### src/rtl/multicycle_adder.sv
// multicycle_adder: WIDTH-bit add/subtract computed CHUNK bits per clock, LSB chunk first.
// OUT, CARRY and OVERFLOW are registered and change only when an operation completes.
module multicycle_adder #(
  parameter int WIDTH = 8,
  parameter int CHUNK = 4
) (
  input  logic             CLK,
  input  logic             RESET,
  input  logic             START,
  input  logic             SUB,
  input  logic [WIDTH-1:0] IN1,
  input  logic [WIDTH-1:0] IN2,
  output logic [WIDTH-1:0] OUT,
  output logic             CARRY,
  output logic             OVERFLOW,
  output logic             BUSY,
  output logic             DONE
);
  localparam int N  = WIDTH / CHUNK;
  localparam int KW = (N > 1) ? $clog2(N) : 1;
  localparam logic [KW-1:0] K_LAST = KW'(N - 1);

  typedef enum logic [1:0] {
    IDLE = 2'd0,
    RUN  = 2'd1,
    FIN  = 2'd2
  } state_t;

  state_t           state_r, state_s;
  logic             capture_s, last_s;
  logic [WIDTH-1:0] a_r, b_r, res_r, res_s;
  logic [KW-1:0]    k_r;
  logic             c_r;
  logic [CHUNK-1:0] a_chunk_s, b_chunk_s;
  logic [CHUNK:0]   sum_s;
  logic             ovf_s;
  logic [WIDTH-1:0] out_r;
  logic             carry_r, ovf_r, busy_r, done_r;

  // Next-state decode; START is only honoured outside RUN, so nothing is queued while busy.
  always_comb begin
    state_s   = state_r;
    capture_s = 1'b0;
    last_s    = 1'b0;
    case (state_r)
      IDLE, FIN: begin
        if (START) begin
          capture_s = 1'b1;
          state_s   = RUN;
        end else begin
          state_s   = IDLE;
        end
      end
      RUN: begin
        if (k_r == K_LAST) begin
          last_s  = 1'b1;
          state_s = FIN;
        end else begin
          state_s = RUN;
        end
      end
      default: state_s = IDLE;
    endcase
  end

  // One ripple step: slice k of both operands plus the running carry.
  always_comb begin
    a_chunk_s = a_r[k_r*CHUNK +: CHUNK];
    b_chunk_s = b_r[k_r*CHUNK +: CHUNK];
    sum_s     = {1'b0, a_chunk_s} + {1'b0, b_chunk_s} + {{CHUNK{1'b0}}, c_r};
    // Equal operand signs with a differing result sign is carry-in XOR carry-out at the MSB.
    ovf_s     = (a_chunk_s[CHUNK-1] == b_chunk_s[CHUNK-1]) &&
                (sum_s[CHUNK-1] != a_chunk_s[CHUNK-1]);
    res_s     = res_r;
    res_s[k_r*CHUNK +: CHUNK] = sum_s[CHUNK-1:0];
  end

  // State register and the BUSY/DONE flags derived from the next state.
  always_ff @(posedge CLK) begin
    if (RESET) begin
      state_r <= IDLE;
      busy_r  <= 1'b0;
      done_r  <= 1'b0;
    end else begin
      state_r <= state_s;
      busy_r  <= (state_s == RUN);
      done_r  <= (state_s == FIN);
    end
  end

  // Operand capture, chunk accumulation and the held result registers.
  always_ff @(posedge CLK) begin
    if (RESET) begin
      a_r     <= {WIDTH{1'b0}};
      b_r     <= {WIDTH{1'b0}};
      res_r   <= {WIDTH{1'b0}};
      c_r     <= 1'b0;
      k_r     <= {KW{1'b0}};
      out_r   <= {WIDTH{1'b0}};
      carry_r <= 1'b0;
      ovf_r   <= 1'b0;
    end else if (capture_s) begin
      a_r <= IN1;
      b_r <= SUB ? ~IN2 : IN2;
      c_r <= SUB;
      k_r <= {KW{1'b0}};
    end else if (state_r == RUN) begin
      res_r <= res_s;
      c_r   <= sum_s[CHUNK];
      k_r   <= k_r + KW'(1);
      if (last_s) begin
        out_r   <= res_s;
        carry_r <= sum_s[CHUNK];
        ovf_r   <= ovf_s;
      end else begin
        out_r   <= out_r;
      end
    end else begin
      c_r <= c_r;
    end
  end

  assign OUT      = out_r;
  assign CARRY    = carry_r;
  assign OVERFLOW = ovf_r;
  assign BUSY     = busy_r;
  assign DONE     = done_r;
endmodule

### config.mk
export PLATFORM = sky130hd
export DESIGN_NAME = multicycle_adder
export DESIGN_NICKNAME = d
export VERILOG_FILES = /design/src/rtl/multicycle_adder.sv
export SDC_FILE = /design/constraint.sdc
export NUM_CORES = 1
export LEC_CHECK = 0
export CAP_MARGIN = 40
export CORE_ASPECT_RATIO = 0.6
export CORE_MARGIN = 2
export CORE_UTILIZATION = 60
export CTS_BUF_LIST = sky130_fd_sc_hd__clkbuf_4
export DETAILED_ROUTE_END_ITERATION = 8
export DONT_BUFFER_PORTS = 1
export GPL_ROUTABILITY_DRIVEN = 0
export PLACE_DENSITY_LB_ADDON = 0.08
export SETUP_SLACK_MARGIN = 0.02
export SYNTH_ARGS = -nofsm -noshare
export SYNTH_HDL_FRONTEND = slang
export SYNTH_SLANG_ARGS = --single-unit
### constraint.sdc
create_clock -name CLK -period 2.9 [get_ports CLK]
set_input_delay 0.145 -clock CLK [delete_from_list [all_inputs] [get_ports CLK]]
set_output_delay 0.145 -clock CLK [all_outputs]
set_load 0.01 [all_outputs]
# Word-level counts from Yosys, hierarchy flattened

Cells that the tools add are included.

Output and inout port bits: 12
Word-level logic and storage cells: 45
Bits of input ports: 20
Register bits after elaboration: 40

Eq/ne operators: 6
Reduce and logical (&&, ||, !) cells: 7
Bitwise logic cells: 2
$add $sub $neg: 4
Shift operators: 4
Mux-type cells: 11

Operator list:

| operator                 | count |
|---|---|
| $neg A3 Y34              | 1 |
| $shift A4 B34 Y8 const A | 1 |
| $shiftx A4 B34 Y8        | 1 |
| $shiftx A8 B4 Y4         | 2 |
| $bwmux W8                | 1 |
| $mux W8                  | 1 |
| $not A8 Y8               | 1 |
| $mux W1                  | 7 |
| $add A4 B4 Y5            | 1 |
| $add A5 B1 Y5            | 1 |
| $eq A2 B1 Y1 const B     | 2 |
| $eq A2 B2 Y1 const B     | 2 |
| $pmux W2 S2              | 1 |
| $reduce_or A2 Y1         | 2 |
| $reduce_and A3 Y1        | 1 |
| $logic_not A2 Y1         | 1 |
| $mux W2                  | 1 |
| $reduce_and A2 Y1        | 1 |
| $reduce_bool A2 Y1       | 1 |
| $add A1 B1 Y1 const B    | 1 |
| $eq A1 B1 Y1             | 1 |
| $logic_and A1 B1 Y1      | 1 |
| $ne A1 B1 Y1             | 1 |
| $not A1 Y1               | 1 |

# Logic depth before layout (Yosys ltp)

Gate-level depths: netlist of the first run.

Depth in word-level cells: 5
Gate-level depth with buffers: 8
Mapped depth without buffers: 7

# Worst setup path before layout of the first run

Ideal clock, no wire load.

Path kind: reg-to-reg
From: reg k_r
To: reg c_r
Setup time: 0.103 ns
Period minus slack after synthesis: 2.161 ns
Path slack: 0.739 ns
Path buffers: 1
Arrival: 2.057 ns
Cell stages (with the launch flop): 9
Required time: 2.797 ns
Cell sequence: dfxtp_1 > buf_4 > mux2i_1 > fa_1 > fa_1 > inv_1 > a21o_1 > a21oi_1 > a2111oi_2

Longest elaborated chain between the ends: 5
Elaborated cells between the ends (all ways): 6
Those cells by class: 2 x add/sub; 2 x shift; 2 x mux

RTL lines:

| item                                | line   | text |
|---|---|---|
| start: declaration                  | 32     | `logic [KW-1:0] k_r;` |
| start signal: assignment            | 98     | `k_r <= {KW{1'b0}};` |
| start signal: assignment            | 106    | `k_r <= {KW{1'b0}};` |
| start signal: assignment            | 110    | `k_r <= k_r + KW'(1);` |
| $shiftx A8 B4 Y4 (on tied branches) | 68, 69 |  |
| $add A4 B4 Y5 (*)                   | 70     | `sum_s = {1'b0, a_chunk_s} + {1'b0, b_chunk_s} + {{CHUNK{1'b0}}, c_r};` |
| $add A5 B1 Y5 (*)                   | 70     |  |
| $mux W1 (*)                         | 107    | `end else if (state_r == RUN) begin` |
| $mux W1 (*)                         | 102    | `end else if (capture_s) begin` |
| end signal: assignment              | 109    | `c_r <= sum_s[CHUNK];` |
| end signal: assignment              | 119    | `c_r <= c_r;` |
| end: declaration                    | 33     | `logic c_r;` |

Every way passes the cells marked *; elsewhere a longest branch is shown, timed or not. The select of a mux whose other input is x is not followed.
A chain may end at the register's enable or synchronous reset.

# Worst setup path in the final report of the first run

From: reg k_r
To: reg res_r[3]

Longest elaborated chain between the ends: 5
Elaborated cells between the ends (all ways): 8
Those cells by class: 3 x add/sub; 4 x shift; 1 x mux

RTL lines:

| item                                | line   | text |
|---|---|---|
| $shiftx A8 B4 Y4 (on tied branches) | 68, 69 |  |
| $add A4 B4 Y5                       | 70     |  |
| $add A5 B1 Y5                       | 70     |  |
| $shiftx A4 B34 Y8                   | 75     | `res_s[k_r*CHUNK +: CHUNK] = sum_s[CHUNK-1:0];` |
| $bwmux W8 (*)                       | 75     |  |
| end signal: assignment              | 96     | `res_r <= {WIDTH{1'b0}};` |
| end signal: assignment              | 108    | `res_r <= res_s;` |
| end: declaration                    | 31     | `logic [WIDTH-1:0] a_r, b_r, res_r, res_s;` |

Every way passes the cells marked *; elsewhere a longest branch is shown, timed or not.

==> reports/results.txt, run 1 <==
Worst Hold End: b_r[4]$_SDFFE_PP0P_
Worst Setup Start Kind: flip-flop
Synth area leaders: dfxtp_1 44%, nand2_1 6.4%, xnor2_1 6.4%
Pin count of the biggest net entering global routing: 38
R2R Path Start: k_r$_SDFFE_PP0N_
Gr usage total: 22.7%
I/O pins: 32
Inst Count DP: 193
Initial DRC count: 48
Vias per cell: 5.61
HP Start: SUB
Routed WL per cell: 15.2 microns
Seq. cell area: 721 sq um
Asr flop ratio synth: 0%
Post-CTS sizing: 0
Critical Path AT: 2400 ps
Crit. End Element: flip-flop
Initial antenna violation count: 0
Slew margin rel.: 74.4%
CTS H-Tree Depth: 2
Drt pass-1 iters: 6
Clock buffer depth: 2
Ordered list of cells on the worst path: buf_4 > mux2_2 > ha_1 > a21oi_1 > o21ai_2 > xnor2_1 > o31ai_1
Top FF cell, synth: dfxtp_1
Highest Clock Rate: 0.463 GHz
Row cnt: 14
Slew Viols, Final: 0
Max Clock Skew: 6.99 ps
First-pass GRT wire length: 5390 microns
Critical path peak fanout: 10
Buf/Inv on CP: 1
Crit share post-route: 74.5%
Dominant cell type by area after synthesis: dfxtp_1
Clock Sinks: 36
Yosys reg bits: 36
Number of global-route vias before repair: 1178
Die ar.: 3170 sq um
Yosys cell types: 31
RSZ-0062 raised after global routing: no
Worst Path Required: 3140 ps
R2r setup slk: 740 ps
Number of synthesized flops with an enable pin: 0
TNS Setup: 0 ps
GRT Residual Overflow: 0
Core ar.: 2540 sq um
CTS tree: done
Leakage Power: 0.677 nW
Worst skew pair latency: 340 ps
Die W: 71.4 microns
Status: complete, no violations
Proportion of netlist area held by the largest area contributor: 44.1%
IO buf count: 0
Die H: 44.4 microns
Reg2reg path depth: 7
DRC: 0
CP delay by family, top: compound AO/OA/AOI/OAI gates
Reg2reg end: res_r[3]$_SDFFE_PP0P_
Ant diodes: 0
Final nets: 204
Final hold slack: 7.06 ps
Antenna violation net count after detailed routing: 0
Post-route insts no fill: 212
CP Depth: 7
Root Buffer: clkbuf_4
Share of layout cells above drive strength 1: 15.6%
Hold depth: 2
Synthesized Nets: 197
Min Tclk post-route: 2160 ps
Mapped cell area: 1640 sq um
Synthesis warning total: 0
Multi-input gate area: 812 sq um
Crit path largest cell delay: 410 ps
Sequential cell area fraction in the yosys report: 44.1%
Post-DP HPWL: 2330 microns
# fillers: 200
Peak supply drop: 0.000329 V
Hold Path Class: input port to flip-flop
PD cells: 552 nW/um^2
WS Path Type: flip-flop to flip-flop
Starting Density: 64.4%
WL final: 3230 microns
Total CTS buffers: 5
Max_cap viols: 0
Synthesized area per cell: 9.51 sq um
CTS clk-pin slew, worst paths: 100 ps
Vias post-DR: 1190
Setup violators final: 0
Critical Path Slowest Stage Cell: dfxtp_1
Hold Vio Cnt, Final: 0
Synthesis-to-finish area growth: 8.80%
Worst slew pin tran: 383 ps
Syn Inst Count: 172
## report_power, final
| group | internal [mW] | switching [mW] | leakage (nW) |
|---|---|---|---|
| sequential | 0.525 | 0.0199 | 0.295 |
| clock | 0.112 | 0.154 | 0.0338 |
| combinational | 0.0787 | 0.0935 | 0.348 |
## kinds of logic (layout without fill, tap and decap cells)
| family | Yosys count | after routing | synth area share (%) |
|---|---|---|---|
| XOR/XNOR | 12 | 12 | 6.43 |
| multiplexers | 8 | 8 | 5.20 |
| adder cells (fa/ha/maj) | 5 | 5 | 4.74 |
| flip-flops | 36 | 36 | 44.1 |
| buffers and inverters | 17 | 25 | 6.27 |
| AO/OA/AOI/OAI | 39 | 39 | 17.4 |
| AND/OR/NAND/NOR | 55 | 55 | 15.9 |
## worst max path at each step
stage	slack [ps]	endpoint	start
2_1_floorplan	740	c_r$_SDFFE_PP0P_	k_r$_SDFFE_PP0N_
3_3_place_gp	850	c_r$_SDFFE_PP0P_	k_r$_SDFFE_PP0N_
3_5_place_dp	750	res_r[3]$_SDFFE_PP0P_	k_r$_SDFFE_PP0N_
4_1_cts	730	res_r[3]$_SDFFE_PP0P_	k_r$_SDFFE_PP0N_
5_1_grt	610	res_r[3]$_SDFFE_PP0P_	k_r$_SDFFE_PP0N_
6_report	740	res_r[3]$_SDFFE_PP0P_	k_r$_SDFFE_PP0N_
## what timing repair did
item / 4_1_cts / 5_1_grt
hold endpoints to repair: 36 / 1
setup buffers: 0 / 0
hold buffers: 10 / 1
## area by class of cell
cell class	count	area share, %
clock inverters	1	0.211
inverters	4	0.844
multi-input cells	119	45.6
well taps	32	2.25
clock buffers	7	2.95
flip-flops and latches	36	40.5
repair buffers	13	7.59
## metrics by stage
stage               util (%)  power (mW)  setup slack [ps]  area [sq um]
floorplan                  -       0.688               739          1640
global placement        63.1       0.696               846          1600
detailed placement      63.1       0.706               746          1600
CTS                     69.7       0.985               725          1770
global route            70.0        1.03               606          1780
finish                  70.0       0.983               740          1780
## state kept, by name, summed over array words and instances (netlist names)
name,count
OUT,8
b_r,8
OVERFLOW,1
CARRY,1
c_r,1
state_r,2
k_r,1
BUSY,1
res_r,4
a_r,8
DONE,1
## layer usage
layer / vias to the layer above / wire length (microns) / GRT usage (%) / part of all wire (%)
li1: 595 / - / - / -
met1: 559 / 1520 / 29.0 / 47
met2: 27 / 1480 / 36.1 / 46
met3: 9 / 167 / 7.06 / 5.2
met4: 0 / 59 / 9.81 / 1.8
met5: - / 0 / 0 / 0
## worst reg2reg max path: stages (launching register included)
cell	delay, ps
dfxtp_1	410
buf_4	230
mux2_2	370
ha_1	360
a21oi_1	190
o21ai_2	100
xnor2_1	160
o31ai_1	260
## placed cells by master (no fill, tap or decap), drive strengths merged, types with 4 or more instances in the layout
cell type / netlist / final
dfxtp: 36 / 36
nand2: 30 / 30
a21oi: 20 / 20
nor2: 14 / 14
xnor2: 12 / 12
a211oi: 11 / 11
dlygate4sd3: 0 / 10
clkbuf: 5 / 7
mux2i: 4 / 4
inv: 4 / 4
mux2: 4 / 4
## synthesized netlist by cell type (2+ instances only)
library cell	n
nand2b_1	2
o31ai_1	2
fa_1	2
a211oi_1	10
nand3b_1	3
nor2_1	14
mux2_2	4
buf_2	3
nor3_1	2
ha_1	3
nand2_4	2
and2b_4	2
inv_1	4
a21oi_1	15
o21a_1	2
xnor2_1	12
a21oi_2	5
dfxtp_1	36
nand2_1	28
buf_4	3
clkbuf_1	5
mux2i_1	4
(Power assumes the default switching activity.)
==> inputs of run 2 (changes only) <==
--- a/config.mk
+++ b/config.mk
@@ -5,6 +5,7 @@
 export SDC_FILE = /design/constraint.sdc
 export NUM_CORES = 1
 export LEC_CHECK = 0
+export ABC_AREA = 1
 export CAP_MARGIN = 40
 export CORE_ASPECT_RATIO = 0.6
 export CORE_MARGIN = 2
==> constraint.sdc (replaced) <==
create_clock -name CLK -period 2.25 [get_ports CLK]
set_input_delay 0.1125 -clock CLK [delete_from_list [all_inputs] [get_ports CLK]]
set_output_delay 0.1125 -clock CLK [all_outputs]
set_load 0.01 [all_outputs]
==> run 2 against run 1 <==
  * Clock-buffer cell count is the same
  * Sequential share of layout area down 1.7 points
  * Synthesized cell count increased by 16%
  * Non-clock buffer count increased by 11
  * Largest power group unchanged
  * Highest routed layer unchanged
==> reports/results.txt, run 2 <==
TNS Setup: 0 ps (unchanged)
Slew margin rel.: 58.3% (-16 points)
RSZ-0062 raised after global routing: no
Slew Viols, Final: 0 (unchanged)
Mapped cell area: 1570 sq um (-4.1%)
Number of global-route vias before repair: 1284 (+9.0%)
Sequential cell area fraction in the yosys report: 46.0% (+1.9 points)
IO buf count: 0 (unchanged)
Core ar.: 2490 sq um (-2.1%)
Most frequent cells in the layout: 36 x dfxtp_1, 31 x nand2_1, 29 x o21ai_0
Post-DP HPWL: 2410 microns (+3.5%)
Row cnt: 14 (unchanged)
Vias post-DR: 1373 (+15%)
WL final: 3530 microns (+9.2%)
Routed WL per cell: 13.8 microns (-9.6%)
Most common cell after layout, fill and taps aside: dfxtp_1
Synthesis warning total: 0 (unchanged)
Worst skew pair latency: 330 ps (about the same)
First-pass GRT wire length: 5820 microns (+8.1%)
Starting Density: 63.0% (-1.4 points)
Pre-CTS worst setup slack: 204 ps (-542 ps)
Crit. End Element: flip-flop
Total CTS buffers: 5 (unchanged)
Clock buffer depth: 2 (unchanged)
Reg2reg path depth: 6 (-1)
Worst Path Required: 2510 ps (-630 ps)
Gr usage total: 25.8% (+3.1 points)
CTS H-Tree Depth: 2 (unchanged)
Hold depth: 4 (+2)
Critical Path AT: 2370 ps (-30 ps)
Ant diodes: 0 (unchanged)
Die ar.: 3050 sq um (-3.8%)
DRC: 0 (unchanged)
Critical path peak fanout: 5 (-5)
Status: complete, no violations
Proportion of netlist area held by the largest area contributor: 46.0% (+1.9 points)
GRT Residual Overflow: 0 (unchanged)
Max_cap viols: 0 (unchanged)
Pin count of the biggest net entering global routing: 26 (-32%)
Initial antenna violation count: 0 (unchanged)
Asr flop ratio synth: 0% (unchanged)
Highest Clock Rate: 0.475 GHz (+2.7%)
Worst slew pin tran: 625 ps (+242 ps)
Clock Sinks: 36 (unchanged)
Setup violators final: 0 (unchanged)
CTS tree: done
Leakage Power: 0.816 nW (+21%)
Hold Path Class: input port to flip-flop
Post-CTS sizing: 0 (unchanged)
Final nets: 248 (+22%)
Syn Inst Count: 199 (+16%)
Synthesized Nets: 224 (+14%)
Vias per cell: 5.36 (-4.5%)
Die H: 43.6 microns (-1.9%)
PD cells: 706 nW/um^2 (+28%)
Top FF cell, synth: dfxtp_1
CTS clk-pin slew, worst paths: 100 ps (about the same)
Hold Vio Cnt, Final: 0 (unchanged)
Min Tclk post-route: 2100 ps (-56.6 ps)
Final hold slack: 12.8 ps (+5.71 ps)
Antenna violation net count after detailed routing: 0 (unchanged)
WS Path Type: flip-flop to flip-flop
Yosys reg bits: 36 (unchanged)
Initial DRC count: 120 (+150%)
I/O pins: 32 (unchanged)
Peak supply drop: 0.000394 V (+20%)
Post-cts hold buffer count: 23 (+13)
Setup slack after layout: 147 ps (-593 ps)
Number of synthesized flops with an enable pin: 0 (unchanged)
Synthesized area per cell: 7.88 sq um (-17%)
Synth area leaders: dfxtp_1 46%, o21ai_0 9.3%, nand2_1 7.4%
Root Buffer: clkbuf_4
Die W: 70.0 microns (-2.0%)
Top post-synthesis cells by count: 36 x dfxtp_1, 31 x nand2_1, 29 x o21ai_0, 24 x inv_1, 21 x a21oi_1
Worst Setup Start Kind: flip-flop
Dominant cell type by area after synthesis: dfxtp_1
Crit share post-route: 93.5% (+19 points)
Yosys cell types: 21 (-32%)
Most common cell in the netlist: dfxtp_1
Max Clock Skew: 12.8 ps (+5.76 ps)
Post-CTS Setup Bufs: 0 (unchanged)
Share of layout cells above drive strength 1: 7.14% (-8.4 points)
Synthesis-to-finish area growth: 18.4%
Drt pass-1 iters: 5 (-1)
[run 2: cell types whose count changed after synthesis, sizes merged, moves of 3 or more]
cell / change
a211oi: -10
clkbuf: -4
inv: +23
mux2: -4
nand3: +7
nand3b: -3
nor2: +5
o21ai: +29
xnor2: -3
[run 2: cell type report]
cell class	instances	area [sq um]
Tap cell	32	40.0
Clock inverter	1	3.75
Sequential cell	36	721
Timing Repair Buffer	24	238
Clock buffer	7	52.6
Multi-Input combinational cell	129	699
Fill cell	192	632
Inverter	27	101
[run 2: final timing paths]
check | slack, ps | startpoint | end
setup reg to reg | 150 | k_r$_SDFFE_PP0N_ | OUT[6]$_SDFFE_PP0P_
hold / removal | 10 | SUB | c_r$_SDFFE_PP0P_
setup / recovery | 150 | k_r$_SDFFE_PP0N_ | OUT[6]$_SDFFE_PP0P_
hold reg to reg | 460 | res_r[1]$_SDFFE_PP0P_ | res_r[1]$_SDFFE_PP0P_
[run 2: cells by family after synthesis]
group	after synthesis	synth area share [%]
flip-flops	36	46.0
XOR/XNOR	9	5.03
AND/OR/NAND/NOR	60	15.9
multiplexers	2	1.28
adder cells (fa/ha/maj)	5	4.95
AO/OA/AOI/OAI	53	17.5
buffers and inverters	34	9.42
[run 2: routing by layer]
| layer | track usage [%] | wire length [microns] | vias up |
|---|---|---|---|
| li1 | - | - | 681 |
| met1 | 31.7 | 1610 | 629 |
| met2 | 41.7 | 1610 | 57 |
| met3 | 8.37 | 252 | 6 |
| met4 | 13.1 | 55 | 0 |
| met5 | 0 | 0 | - |
[run 2: report_power, final]
group / leakage (nW) / total, mW / switching, mW / internal [mW]
Sequential: 0.296 / 0.708 / 0.0264 / 0.681
Combinational: 0.487 / 0.262 / 0.150 / 0.113
Clock: 0.0338 / 0.340 / 0.196 / 0.144
Total: 0.816 / 1.31 / 0.372 / 0.938
[run 2: stage by stage]
step	utilization (%)	area [sq um]	cells	total power [mW]
floorplan	-	1570	199	0.892
global placement	63.1	1570	225	0.920
detailed placement	63.1	1570	225	0.934
CTS	74.6	1860	256	1.31
global route	74.6	1860	256	1.38
finish	74.6	1860	256	1.31
[run 2: critical path, cell delays in order (launching register included)]
cell,delay (ps)
dfxtp_1,450
mux2i_1,140
fa_1,440
fa_1,420
xnor2_1,320
o21ai_0,120
a21oi_1,140
